`src/rtl/adder_pipe_if.sv`:
```
// rtl/adder_pipe_if.sv - operand/result handshake bundle for adder_pipe
// Signals: in_valid/in_ready with a, b, cin, sub, sat (operand beat);
//          out_valid/out_ready with f, cout, ovf (result beat).
// master: producer/consumer side; slave: the adder itself.
interface adder_pipe_if #(
    parameter int W = 8
);
    logic         in_valid;
    logic         in_ready;
    logic [W-1:0] a;
    logic [W-1:0] b;
    logic         cin;
    logic         sub;
    logic         sat;
    logic         out_valid;
    logic         out_ready;
    logic [W-1:0] f;
    logic         cout;
    logic         ovf;

    modport master (
        output in_valid, a, b, cin, sub, sat, out_ready,
        input  in_ready, out_valid, f, cout, ovf
    );

    modport slave (
        input  in_valid, a, b, cin, sub, sat, out_ready,
        output in_ready, out_valid, f, cout, ovf
    );
endinterface

```
`src/rtl/adder_pipe.sv`:
```
// rtl/adder_pipe.sv - pipelined add/subtract unit with valid/ready flow control
// Ports: m_clock  - clock, rising edge
//        p_reset  - synchronous active-high reset
//        io       - adder_pipe_if.slave: operand beat (in_valid/in_ready, a, b, cin, sub, sat)
//                   and result beat (out_valid/out_ready, f, cout, ovf)
// Parameters: W operand width, SEG stages (1 <= SEG <= W, W % SEG == 0).
module adder_pipe #(
    parameter int W   = 8,
    parameter int SEG = 2
) (
    input  logic        m_clock,
    input  logic        p_reset,
    adder_pipe_if.slave io
);
    localparam int SL = W / SEG;

    assign io.in_ready = g_stage[0].rdy && !p_reset;

    for (genvar k = 0; k < SEG; k++) begin : g_stage
        // Stage k only carries the operand bits it and later stages still need,
        // plus the result bits already produced by earlier stages.
        localparam int AW = W - k * SL;
        localparam int LW = k * SL;

        logic              vin;
        logic              c_in;
        logic              sub_in;
        logic              sat_in;
        logic [AW-1:0]     a_in;
        logic [AW-1:0]     bp_in;
        logic [SL:0]       slice;
        logic [LW+SL-1:0]  s_d;
        logic              v_q;
        logic              rdy;
        logic              rdy_nxt;

        if (k == 0) begin : g_src
            // Subtract is a + ~b + ~borrow, so the inversion happens once on entry.
            assign vin    = io.in_valid;
            assign a_in   = io.a;
            assign bp_in  = io.sub ? ~io.b : io.b;
            assign c_in   = io.sub ? ~io.cin : io.cin;
            assign sub_in = io.sub;
            assign sat_in = io.sat;
            assign s_d    = slice[SL-1:0];
        end else begin : g_src
            assign vin    = g_stage[k-1].v_q;
            assign a_in   = g_stage[k-1].g_reg.a_q;
            assign bp_in  = g_stage[k-1].g_reg.bp_q;
            assign c_in   = g_stage[k-1].g_reg.c_q;
            assign sub_in = g_stage[k-1].g_reg.sub_q;
            assign sat_in = g_stage[k-1].g_reg.sat_q;
            assign s_d    = {slice[SL-1:0], g_stage[k-1].g_reg.s_q};
        end

        assign slice = {1'b0, a_in[SL-1:0]} + {1'b0, bp_in[SL-1:0]} + {{SL{1'b0}}, c_in};

        // A stage may load when empty or when its contents leave this cycle;
        // the chain is combinational so bubbles collapse in one cycle.
        assign rdy = !v_q || rdy_nxt;

        if (k < SEG - 1) begin : g_reg
            logic [AW-SL-1:0] a_q;
            logic [AW-SL-1:0] bp_q;
            logic [LW+SL-1:0] s_q;
            logic             c_q;
            logic             sub_q;
            logic             sat_q;

            assign rdy_nxt = g_stage[k+1].rdy;

            always_ff @(posedge m_clock) begin
                if (p_reset) begin
                    v_q <= 1'b0;
                end else if (rdy) begin
                    v_q <= vin;
                    if (vin) begin
                        a_q   <= a_in[AW-1:SL];
                        bp_q  <= bp_in[AW-1:SL];
                        s_q   <= s_d;
                        c_q   <= slice[SL];
                        sub_q <= sub_in;
                        sat_q <= sat_in;
                    end
                end
            end
        end else begin : g_out
            logic         ovf_d;
            logic [W-1:0] f_d;
            logic [W-1:0] f_q;
            logic         cout_q;
            logic         ovf_q;

            assign rdy_nxt = io.out_ready;

            // Final carry of a subtract is the inverted borrow, so underflow is ~carry.
            assign ovf_d = sub_in ? ~slice[SL] : slice[SL];
            // Clamp to all-ones on add overflow, zero on subtract underflow.
            assign f_d   = (sat_in && ovf_d) ? {W{~sub_in}} : s_d;

            always_ff @(posedge m_clock) begin
                if (p_reset) begin
                    v_q    <= 1'b0;
                    f_q    <= '0;
                    cout_q <= 1'b0;
                    ovf_q  <= 1'b0;
                end else if (rdy) begin
                    v_q <= vin;
                    if (vin) begin
                        f_q    <= f_d;
                        cout_q <= slice[SL];
                        ovf_q  <= ovf_d;
                    end
                end
            end

            assign io.out_valid = v_q;
            assign io.f         = f_q;
            assign io.cout      = cout_q;
            assign io.ovf       = ovf_q;
        end
    end
endmodule
```
`src/flat_wrapper.sv`:
```
// flat-port wrapper written by rule: the top's interface ports become plain ports
module adder_pipe_flat 
#(
    parameter int W   = 8,
    parameter int SEG = 2
)
  (m_clock, p_reset, io_in_valid, io_a, io_b, io_cin, io_sub, io_sat, io_out_ready, io_in_ready, io_out_valid, io_f, io_cout, io_ovf);
  adder_pipe_if #(.W(W)) io_i ();
  input  logic m_clock;
  input  logic p_reset;
  input wire logic [$bits(io_i.in_valid)-1:0] io_in_valid;
  input wire logic [$bits(io_i.a)-1:0] io_a;
  input wire logic [$bits(io_i.b)-1:0] io_b;
  input wire logic [$bits(io_i.cin)-1:0] io_cin;
  input wire logic [$bits(io_i.sub)-1:0] io_sub;
  input wire logic [$bits(io_i.sat)-1:0] io_sat;
  input wire logic [$bits(io_i.out_ready)-1:0] io_out_ready;
  output wire logic [$bits(io_i.in_ready)-1:0] io_in_ready;
  output wire logic [$bits(io_i.out_valid)-1:0] io_out_valid;
  output wire logic [$bits(io_i.f)-1:0] io_f;
  output wire logic [$bits(io_i.cout)-1:0] io_cout;
  output wire logic [$bits(io_i.ovf)-1:0] io_ovf;
  assign io_i.in_valid = io_in_valid;
  assign io_i.a = io_a;
  assign io_i.b = io_b;
  assign io_i.cin = io_cin;
  assign io_i.sub = io_sub;
  assign io_i.sat = io_sat;
  assign io_i.out_ready = io_out_ready;
  assign io_in_ready = io_i.in_ready;
  assign io_out_valid = io_i.out_valid;
  assign io_f = io_i.f;
  assign io_cout = io_i.cout;
  assign io_ovf = io_i.ovf;
  adder_pipe #(.W(W), .SEG(SEG)) u_core (.m_clock(m_clock), .p_reset(p_reset), .io(io_i));
endmodule
```
`config.mk`:
```
export PLATFORM = sky130hd
export DESIGN_NAME = adder_pipe_flat
export DESIGN_NICKNAME = d
export VERILOG_FILES = /design/src/rtl/adder_pipe_if.sv /design/src/rtl/adder_pipe.sv /design/src/flat_wrapper.sv
export SDC_FILE = /design/constraint.sdc
export NUM_CORES = 1
export LEC_CHECK = 0
export ABC_AREA = 1
export ABC_CLOCK_PERIOD_IN_PS = 5200
export BUFFER_PORTS_ARGS = -buffer_cell sky130_fd_sc_hd__buf_2
export CAP_MARGIN = 20
export CELL_PAD_IN_SITES_DETAIL_PLACEMENT = 1
export CELL_PAD_IN_SITES_GLOBAL_PLACEMENT = 1
export CORE_MARGIN = 4
export CORE_UTILIZATION = 42
export DETAILED_ROUTE_END_ITERATION = 12
export GPL_ROUTABILITY_DRIVEN = 0
export GPL_TIMING_DRIVEN = 0
export PLACE_DENSITY_LB_ADDON = 0.08
export SYNTH_ARGS = -nofsm -noshare
export SYNTH_HDL_FRONTEND = slang
export SYNTH_SLANG_ARGS = --single-unit
```
`constraint.sdc`:
```
create_clock -name m_clock -period 5.2 [get_ports m_clock]
set_input_delay 0.78 -clock m_clock [delete_from_list [all_inputs] [get_ports m_clock]]
set_output_delay 0.78 -clock m_clock [all_outputs]
set_load 0.02 [all_outputs]
```
Yosys cells after proc, flatten, opt, wreduce, memory -nomap -nowiden
Cells that the tools add are included.
Widths: inputs -> output; s select.
Word-level totals
  flip-flop bits (word level): 27
  bits of input ports: 23
  logic and storage cells: 33
Operators by class
  add/sub/neg operators: 4
  multiplexer cells: 4
  bitwise gates (word level): 5
  reductions and logical operators: 9
Operator list (count)
  $mux 8: 2
  $add 4x4->5: 2
  $add 5x1->5: 2
  $not 8->8: 1
  $not 1->1: 4
  $logic_not 1->1: 3
  $reduce_and 3->1: 1
  $logic_and 1x1->1: 2
  $logic_or 1x1->1: 2
  $mux 1: 2
  $reduce_and 2->1: 1

Logic depth before layout (Yosys ltp)
  depth in word-level cells: 6
  mapped depth: 9
  gate-level depth less buffers: 9

Worst setup path before layout
OpenSTA, ideal clock, no wires.
  path kind: input to register
  from: in io_sub
  to: reg u_core.g_stage[0].g_reg.s_q[1], data pin
  arrival time: 1.968 ns
  required time: 4.931 ns
  setup slack: 2.963 ns
  cell stages on the path: 5
  path buffers: 1
  cell sequence: buf_2 -> xnor2_1 -> fa_1 -> inv_1 -> fa_1
Between the ends
  cells in the longest elaborated chain, start to end: 3
  elaborated cells on any way between the ends: 4
RTL lines
  start, declared: line flat_wrapper.sv:15  | input wire logic [$bits(io_i.sub)-1:0] io_sub;
  $mux 8: line adder_pipe.sv:41  | assign bp_in = io.sub ? ~io.b : io.b;
  $add 4x4->5: line adder_pipe.sv:56  | assign slice = {1'b0, a_in[SL-1:0]} + {1'b0, bp_in[SL-1:0]} + {{SL{1'b0}}, c_in};
  $add 5x1->5 (*): line adder_pipe.sv:56
  net u_core.g_stage[0].slice[1]: line adder_pipe.sv:31  | logic [SL:0] slice;
  end signal, assigned: line adder_pipe.sv:80  | s_q <= s_d;
  end, declared: line adder_pipe.sv:65  | logic [LW+SL-1:0] s_q;
The timed path passes the listed nets; every way through them passes the cells marked *.
A chain may end at the register's enable or synchronous reset.

Final worst setup path
  from: in io_out_ready
  to: out io_in_ready
Between the ends
  cells in the longest elaborated chain, start to end: 3
RTL lines
  start, declared: line flat_wrapper.sv:17  | input wire logic [$bits(io_i.out_ready)-1:0] io_out_ready;
  $logic_or 1x1->1 (2 in a row): line adder_pipe.sv:60  | assign rdy = !v_q || rdy_nxt;
  $logic_and 1x1->1: line adder_pipe.sv:17  | assign io.in_ready = g_stage[0].rdy && !p_reset;
  end, declared: line flat_wrapper.sv:18  | output wire logic [$bits(io_i.in_ready)-1:0] io_in_ready;
No other way between the ends.

==> results.json <==
{
  "hold_viol": 0,
  "synth_ff_type": "edfxtp_1",
  "totalWireLength_um": 2590,
  "end_kind": "output pin",
  "async_flop_share_pct": 0,
  "cts_sinks": 27,
  "synthTopCellsByCount": "nand2_1, edfxtp_1, a21oi_1, inv_1, dfxtp_1",
  "dp_hpwl_um": 2160,
  "synthesis.nets": 158,
  "path_max_fanout": 3,
  "crit_type": "in -> out",
  "start_util_pct": 43.7,
  "ant_nets": 0,
  "grt_usage_pct": 14.3,
  "die_w_um": 64.4,
  "worstPathArrival_ps": 1330,
  "drc": 0,
  "antenna_found_initial": 0,
  "first_pass_iters": 4,
  "grt_max_degree": 16,
  "postCtsSetupRepairBufs": 0,
  "synth_top_area_share_pct": 33.7,
  "cts_resized": 0,
  "synth_area_leader_cell": "edfxtp_1",
  "setup_tns_ps": 0,
  "drive_gt1_share_pct": 30.1,
  "areaGrowthSynthToFinish_pct": 18.8,
  "power_density_nw_per_um2": 274,
  "synth_most_common_cell": "nand2_1",
  "io_buffers": 34,
  "start_kind": "primary input",
  "rsz0062_at_grt": "false",
  "viasPerCell": 4.72,
  "min_period_over_period_pct": 40.7,
  "overflow": 0,
  "die_h_um": 64.4,
  "dr.first_iter.drc_count": 14,
  "ys_seq_area_share_pct": 51.7,
  "htreeDepth": 1,
  "ys_types": 21,
  "crit_path_max_incr_delay_ps": 150,
  "ys_ff_latch": 27,
  "status": "finished, final reports clean",
  "cts-hold-fix-buffers": 0,
  "detail_route.wl_per_cell_um": 12.5,
  "final_nets": 197,
  "insertion_delay_ps": 330,
  "maxClockFrequency_mhz": 473,
  "synth-edff-count": 15,
  "grt_pass1_vias": 1095,
  "crit_path_cell_trace": "buf_2 -> inv_1 -> nand3_1 -> nand2_1 -> inv_1 -> buf_2",
  "fin_skew_ps": 14.0,
  "cts_buffers": 3,
  "cts_root_buf": "clkbuf_4",
  "postSynthCellCount": 125,
  "cap_viol_max_count": 0,
  "hp-class": "reg -> reg",
  "relSlewSlack_pct": 61.6,
  "core_area_um2": 3050,
  "route.vias.total": 977,
  "rows": 20,
  "slew_viol_final": 0,
  "cts.clk_slew.worst_paths_ps": 130,
  "cts_tree": "done",
  "finalCriticalPeriod_ps": 2110,
  "required_ps": 4420,
  "worst_pin_slew_ps": 575,
  "grt_pass1_wl_um": 4620,
  "dp_worst_setup_slack_ps": 2750,
  "layout_setup_ws_ps": 3090,
  "yosysWarnings": 0,
  "avgSynthCellArea_um2": 10.7,
  "vdd_drop_max_uv": 112,
  "netlist_area_um2": 1340,
  "yosys-top-cells-area": "edfxtp_1, dfxtp_1, xor2_1, fa_1, ha_1",
  "setup_violations": 0,
  "clock_path_buffers": 2,
  "dieArea_um2": 4140,
  "slowest_stage": "buf_2",
  "p_leak_nw": 0.740,
  "antenna_cells": 0,
  "io_pins": 35
}
==> metrics by stage <==
step	util (%)	total power (W)	area, um2	cells	hold slack (ps)
after floorplan	-	0.000319	1340	125	463
after global placement	51.1	0.000345	1560	203	477
after detailed placement	51.1	0.000350	1560	203	494
after CTS	52.0	0.000443	1590	207	516
after global routing	52.0	0.000465	1590	207	538
final	52.0	0.000435	1590	207	512
==> where the power goes <==
| part | total (W) | switching [W] | internal [W] |
|---|---|---|---|
| Clock | 0.0000914 | 0.0000613 | 0.0000301 |
| Combinational | 0.0000929 | 0.0000554 | 0.0000374 |
| Sequential | 0.000251 | 0.00000667 | 0.000244 |
==> worst paths after layout <==
kind	cells after the start	endpoint	slack [ps]	startpoint
worst max register to register	7	u_core.io.f[1]	3180	u_core.g_stage[0].g_reg.bp_q[0]
worst min register to register	2	u_core.io.out_valid	510	u_core.g_stage[0].v_q
worst max-delay path	6	io_in_ready	3090	io_out_ready
worst min-delay path	2	u_core.io.out_valid	510	u_core.g_stage[0].v_q
==> cells in the final DEF (no fill, tap or decap) <==
cell	count
nand2_1	19
xnor2_1	2
nand3_1	6
clkbuf_1	1
clkbuf_4	3
buf_2	37
inv_1	13
a21oi_1	13
fa_1	4
a21oi_2	2
edfxtp_1	15
xor2_1	10
nand3_4	2
nand2_2	3
nand3_2	1
a31oi_1	1
nor2_1	1
inv_2	1
dfxtp_1	12
nand4_1	1
o211ai_1	1
ha_1	6
o21ai_0	9
==> state kept, by name (all words and copies together), names as in the netlist <==
signal	count
u_core.g_stage.g_reg.a_q	4
u_core.g_stage.g_reg.bp_q	4
u_core.g_stage.g_reg.c_q	1
u_core.g_stage.g_reg.s_q	4
u_core.g_stage.g_reg.sat_q	1
u_core.g_stage.g_reg.sub_q	1
u_core.g_stage.v_q	1
u_core.io.cout	1
u_core.io.f	8
u_core.io.out_valid	1
u_core.io.ovf	1
==> cell families after synthesis <==
| group | Yosys count | synth area share (%) |
|---|---|---|
| XOR/XNOR | 12 | 7.87 |
| buffers and inverters | 17 | 5.06 |
| AND/OR/NAND/NOR | 33 | 13.1 |
| adder cells (fa/ha/maj) | 10 | 11.6 |
| AO/OA/AOI/OAI | 26 | 10.6 |
| flip-flops | 27 | 51.7 |
==> area by class of cell <==
class,instances,area [um2]
multi-input combinational,81,577
clock buffer,4,26.3
inverter,14,52.6
sequential,27,691
tap,44,55.1
timing repair buffer,34,170
buffer,3,15.0
fill,368,1470
==> metal layers <==
metal	wire length, um	track usage [%]	part of all wire (%)	up-vias
met5	0	0	0	-
met3	188	2.99	7.3	4
met4	31	4.75	1.2	0
li1	-	-	-	496
met2	1280	27.3	49	34
met1	1090	15.5	42	443
==> critical path, delay by kind of cell <==
kind | cells | cell delay, ps
simple gates | 2 | 170
buf+inv | 4 | 380
No activity file was read; power rests on OpenSTA's default activity.
